===== src/rtl/conv_pe_lb.sv =====
// KxK streaming convolution PE: line buffers, KxK window, weight store, 3-stage MAC pipeline.
// Optional output ReLU when CONV_PE_RELU_EN is defined.
module conv_pe_lb #(
  parameter  int WIDTH = 9,
  parameter  int K     = 3,
  parameter  int IMG_W = 10,
  parameter  int IMG_H = 10,
  localparam int ACC_W = 2*WIDTH + $clog2(K*K)
) (
  input  logic                    clk,
  input  logic                    rst_n,
  input  logic                    weight_valid,
  input  logic signed [WIDTH-1:0] weight_in,
  input  logic                    start,
  input  logic                    data_valid,
  input  logic signed [WIDTH-1:0] data_in,
  output logic                    weights_loaded,
  output logic                    busy,
  output logic                    out_valid,
  output logic signed [ACC_W-1:0] data_out,
  output logic                    frame_done
);

  localparam int NW   = K*K;
  localparam int NPIX = IMG_W*IMG_H;
  localparam int MW   = 2*WIDTH;
  localparam int WCW  = $clog2(NW);
  localparam int CW   = (IMG_W > 1) ? $clog2(IMG_W) : 1;
  localparam int RW   = (IMG_H > 1) ? $clog2(IMG_H) : 1;
  localparam int PW   = $clog2(NPIX + 1);

  typedef enum logic [1:0] {IDLE, RUN, DRAIN} state_t;

  state_t state, state_nxt;
  logic [1:0]     dcnt;
  logic           accept, wr_en, go, complete, last_pix;
  logic [WCW-1:0] wcnt;
  logic [CW-1:0]  col;
  logic [RW-1:0]  row;
  logic [PW-1:0]  pcnt;

  logic signed [WIDTH-1:0] weight_buf [NW];
  logic signed [WIDTH-1:0] lb         [K-1][IMG_W];
  logic signed [WIDTH-1:0] win        [K][K];
  logic signed [WIDTH-1:0] win_nxt    [K][K];
  logic signed [MW-1:0]    prod       [NW];
  logic signed [MW-1:0]    mreg       [NW];
  logic signed [ACC_W-1:0] sum, sreg, res;
  logic                    v1, v2;

  // FSM: state register
  always_ff @(posedge clk or negedge rst_n) begin
    if (!rst_n) state <= IDLE;
    else        state <= state_nxt;
  end

  // FSM: next state
  always_comb begin
    state_nxt = state;
    case (state)
      IDLE:    if (start && weights_loaded) state_nxt = RUN;
      RUN:     if (accept && last_pix)      state_nxt = DRAIN;
      DRAIN:   if (dcnt == 2'd2)            state_nxt = IDLE;
      default: state_nxt = IDLE;
    endcase
  end

  // FSM: outputs
  always_comb begin
    busy   = (state != IDLE);
    accept = (state == RUN) && data_valid;
    wr_en  = (state == IDLE) && weight_valid;
    go     = (state == IDLE) && start && weights_loaded;
  end

  assign last_pix = (pcnt == PW'(NPIX - 1));
  assign complete = (row >= RW'(K - 1)) && (col >= CW'(K - 1));

  always_ff @(posedge clk or negedge rst_n) begin
    if (!rst_n) begin
      dcnt       <= '0;
      frame_done <= 1'b0;
    end else begin
      dcnt       <= (state == DRAIN) ? dcnt + 2'd1 : '0;
      frame_done <= (state == DRAIN) && (dcnt == 2'd2);
    end
  end

  // Weight store; weights_loaded is sampled before this cycle's write by the start logic.
  always_ff @(posedge clk or negedge rst_n) begin
    if (!rst_n) begin
      wcnt           <= '0;
      weights_loaded <= 1'b0;
      for (int unsigned i = 0; i < NW; i++) weight_buf[i] <= '0;
    end else if (wr_en) begin
      weight_buf[wcnt] <= weight_in;
      if (wcnt == WCW'(NW - 1)) begin
        wcnt           <= '0;
        weights_loaded <= 1'b1;
      end else begin
        wcnt <= wcnt + 1'b1;
      end
    end
  end

  always_ff @(posedge clk or negedge rst_n) begin
    if (!rst_n) begin
      row  <= '0;
      col  <= '0;
      pcnt <= '0;
    end else if (go) begin
      row  <= '0;
      col  <= '0;
      pcnt <= '0;
    end else if (accept) begin
      pcnt <= pcnt + 1'b1;
      if (col == CW'(IMG_W - 1)) begin
        col <= '0;
        row <= row + 1'b1;
      end else begin
        col <= col + 1'b1;
      end
    end
  end

  // Row K-1 of the window takes the new pixel; row r above it takes the tail of line buffer K-2-r.
  always_comb begin
    for (int unsigned r = 0; r < K; r++) begin
      for (int unsigned c = 0; c < K - 1; c++) win_nxt[r][c] = win[r][c+1];
      if (r == K - 1) win_nxt[r][K-1] = data_in;
      else            win_nxt[r][K-1] = lb[K-2-r][IMG_W-1];
    end
  end

  always_ff @(posedge clk or negedge rst_n) begin
    if (!rst_n) begin
      for (int unsigned i = 0; i < K - 1; i++)
        for (int unsigned j = 0; j < IMG_W; j++) lb[i][j] <= '0;
      for (int unsigned r = 0; r < K; r++)
        for (int unsigned c = 0; c < K; c++) win[r][c] <= '0;
    end else if (accept) begin
      for (int unsigned i = 0; i < K - 1; i++) begin
        lb[i][0] <= (i == 0) ? data_in : lb[i-1][IMG_W-1];
        for (int unsigned j = 1; j < IMG_W; j++) lb[i][j] <= lb[i][j-1];
      end
      for (int unsigned r = 0; r < K; r++)
        for (int unsigned c = 0; c < K; c++) win[r][c] <= win_nxt[r][c];
    end
  end

  // Stage 1 multiplies the window as it stands after this cycle's shift, keeping latency at 3.
  always_comb begin
    for (int unsigned r = 0; r < K; r++)
      for (int unsigned c = 0; c < K; c++)
        prod[r*K+c] = MW'(weight_buf[r*K+c]) * MW'(win_nxt[r][c]);
  end

  always_comb begin
    sum = '0;
    for (int unsigned i = 0; i < NW; i++) sum = sum + ACC_W'(mreg[i]);
  end

`ifdef CONV_PE_RELU_EN
  assign res = sreg[ACC_W-1] ? '0 : sreg;
`else
  assign res = sreg;
`endif

  always_ff @(posedge clk or negedge rst_n) begin
    if (!rst_n) begin
      for (int unsigned i = 0; i < NW; i++) mreg[i] <= '0;
      sreg      <= '0;
      v1        <= 1'b0;
      v2        <= 1'b0;
      out_valid <= 1'b0;
      data_out  <= '0;
    end else begin
      for (int unsigned i = 0; i < NW; i++) mreg[i] <= prod[i];
      sreg      <= sum;
      v1        <= accept && complete;
      v2        <= v1;
      out_valid <= v2;
      if (v2) data_out <= res;
    end
  end

endmodule

===== config.mk =====
export PLATFORM = sky130hd
export DESIGN_NAME = conv_pe_lb
export DESIGN_NICKNAME = d
export VERILOG_FILES = /design/src/rtl/conv_pe_lb.sv
export SDC_FILE = /design/constraint.sdc
export NUM_CORES = 2
export LEC_CHECK = 0
export ABC_AREA = 1
export CAP_MARGIN = 20
export CORE_MARGIN = 3
export CORE_UTILIZATION = 25
export CTS_BUF_LIST = sky130_fd_sc_hd__clkbuf_8
export CTS_CLUSTER_SIZE = 28
export DETAILED_ROUTE_END_ITERATION = 7
export SYNTH_ARGS = -nofsm -noshare
export SYNTH_HDL_FRONTEND = slang
export SYNTH_SLANG_ARGS = --single-unit

===== constraint.sdc =====
create_clock -name clk -period 5.3 [get_ports clk]
set_clock_uncertainty 0.15 [all_clocks]
set_input_delay 1.325 -clock clk [delete_from_list [all_inputs] [get_ports clk]]
set_output_delay 1.325 -clock clk [all_outputs]
set_load 0.01 [all_outputs]

==> flow_summary.toml <==
[logic_synthesis]
synth_most_common_cell = "inv_1"
synth.yosys.seq_area_share_pct = 25.3
ys_warn_count = 0
synth_cells = 5871
synth_edf_count = 0
synth_largest_area_cell = "fa_1"
netlist_top_cells_count = "1515 x inv_1, 1502 x nand2_1, 759 x fa_1"
synth_area_leaders = "fa_1 30%, dfrtp_1 25%, inv_1 11%"
synthFlopType = "dfrtp_1"
syn-num-nets = 7025
ys_ff_latch = 513
syn-cell-area_um2 = 50700
synth.distinct_cells = 50
async_flop_share_pct = 100
synth_top_area_share_pct = 30.0
avgSynthCellArea_um2 = 8.64

[routing]
wirelength_um = 129000
ant_nets = 0
viasPerCell = 4.20
dr.pass1.iters = 8
drc = 0
drt-wirelength-per-cell_um = 14.8
route.vias.total = 36354
drt_iter0_markers = 2495

[finish]
nNetsFinal = 7090
drive_gt1_share_pct = 6.19
area_delta_synth_final_pct = 12.1

[die]
start_util_pct = 25.3
ios = 49
dieArea_um2 = 208000
die_height_um = 456
fp-row-count = 164
die_w_um = 456
core_area_um2 = 201000

[timing]
relSlewSlack_pct = 29.9
period_needed_ns = 5.12
finalSetupTns_ns = 0
fin_crit_sh_pct = 96.6
hold_violations = 0
finalSetupViolations = 0
grt_setup_unrepaired = "false"
slew_viol_final = 0
worst_pin_slew_ns = 1.05
fmax_ghz = 0.195

[cts]
cts_made_buffers = 93
cts_tree = "built"
numClockSinks = 513
clock_path_buffers = 3
clk_latency_ns = 0.81
h-tree-depth = 3
cts_root_buf = "clkbuf_8"
clk_pin_slew_ns = 0.06

[setup_path]
slowest_stage = "fa_1"
end_kind = "register"
cp_data_arrival_time_ns = 5.66
start_kind = "input pin"
cp_max_fo = 4
rr_endpoint = "mreg[49]$_DFF_PN0_"
r2r_cells = 14
path_common_cell = "fa_1"
worstReg2RegStart = "weight_buf[24]$_DFFE_PN0P_"
crit_required_ns = 5.84
rrSetupSlack_ns = 0.21
cp_slowest_stage_delay_ns = 0.51
critPathKind = "input pin to register"
cp_cell_sequence = "clkdlybuf4s50_1 -> inv_2 -> or2_2 -> fa_1 -> fa_1 -> inv_1 -> fa_1 -> fa_1 -> fa_1 -> ha_4 -> nand2_1 -> o21ai_2 -> nor2b_1 -> nor2_2 -> nand3_1 -> nand2_1"

[grt]
antenna_found_initial = 3
grt_max_degree = 102
grt_usage_pct = 12.5
grt_pass1_vias = 37873
overflow = 0
grt_pass1_wl_um = 209000

[worst_hold_path]
hold_path_class = "register to register"
hp-start = "v1$_DFF_PN0_"
holdPathStages = 0
min_delay_worst_endpoint = "v2$_DFF_PN0_"

[outcome]
outcome = "completed"

[placed_design]
dp_hpwl_um = 104000
place.gp.congestion = 0.949
portBuffers = 48

[job]
drv_cap = 0
[routing by layer]
metal  up-vias  global-route usage [%]  wire (µm)
li1      17199                       -          -
met1     18151                    17.2      59300
met2       840                    20.1      58900
met3       164                    2.59       7670
met4         0                    3.18       2850
met5         -                       0          0
[cells in the final DEF (no fill, tap or decap), types with 4 or more instances in the layout]
master,Yosys,final
a21oi_1,114,112
o21ai_0,203,202
clkbuf_8,0,110
mux2_2,22,22
o21ai_2,11,12
clkinvlp_4,0,5
fa_2,0,4
and2_1,8,8
nor4_1,4,4
a21boi_0,11,11
nand3_1,152,151
xnor2_1,57,57
nand4_1,12,12
nand2_1,1502,1501
o21bai_1,21,21
o21a_1,5,5
inv_12,0,4
inv_1,1515,1536
fa_1,759,755
ha_1,372,371
dfrtp_2,0,8
o21ai_1,35,35
inv_2,4,4
a31oi_1,6,6
buf_4,2,126
a21o_1,10,10
xor2_1,76,75
buf_12,1,6
nor3_1,4,4
clkdlybuf4s50_1,0,44
clkinv_2,0,16
bufinv_16,0,9
dfrtp_1,513,505
or2_2,13,13
nor2_1,200,198
[worst max-delay path by stage]
stage,startpoint,endpoint,slack (ns),cells after the start
floorplan,data_in[0],mreg[17]$_DFF_PN0_,0.0002,18
global placement,data_in[0],mreg[17]$_DFF_PN0_,-0.84,22
detailed placement,data_in[0],mreg[17]$_DFF_PN0_,-0.84,20
CTS,data_in[0],mreg[17]$_DFF_PN0_,0.03,20
global route,data_in[3],mreg[17]$_DFF_PN0_,0.009,21
finish,data_in[8],mreg[17]$_DFF_PN0_,0.18,16
[stage by stage]
step	hold WS [ns]	cell area [µm²]	utilization, %	worst slack (ns)	instances
after floorplan	0.181	50700	-	0.000234	5871
after detailed placement	0.197	54700	27.3	-0.840	8494
after CTS	0.223	56800	28.3	0.0340	8661
after global placement	0.187	54700	27.2	-0.837	8493
final	0.212	56900	28.3	0.182	8666
after global routing	0.224	56900	28.3	0.00909	8665
[cell type report]
class,instances,area (µm²)
Fill cell,21338,144000
Timing Repair Buffer,182,1610
Multi-Input combinational cell,3623,31300
Antenna cell,2,5.00
Clock inverter,57,554
Sequential cell,513,12800
Tap cell,2656,3320
Inverter,1523,5720
Clock buffer,110,1510
[cells by family after synthesis]
family                   Yosys count  share of synthesized area [%]
adder cells (fa/ha/maj)         1131                           39.1
buffers and inverters           1735                           13.1
AO/OA/AOI/OAI                    420                           4.49
multiplexers                      22                          0.489
XOR/XNOR                         133                           2.30
flip-flops                       513                           25.3
AND/OR/NAND/NOR                 1917                           15.1
[worst max-delay path, delay by kind of cell]
kind | cells | cell delay, ns
compound gates | 1 | 0.21
simple gates | 6 | 0.77
buf+inv | 3 | 0.62
fa+ha+maj | 6 | 2.73
[sequential cells by signal, indices dropped and copies added (netlist names), 2 cells and up]
register / flops
wcnt: 4
weight_buf: 81
data_out: 22
res: 22
dcnt: 2
win: 54
pcnt: 7
col: 4
state: 2
lb: 144
mreg: 162
row: 4
[timing repair]
item / in CTS / in global routing
hold endpoints to repair: 0 / 0
resized for setup: 0 / 21
setup buffers: 0 / 2
hold buffers: 0 / 0
setup endpoints to repair: 0 / 12
Power is not shown: default switching activity piles up to over one toggle a cycle in this logic, so the estimate is an artifact.
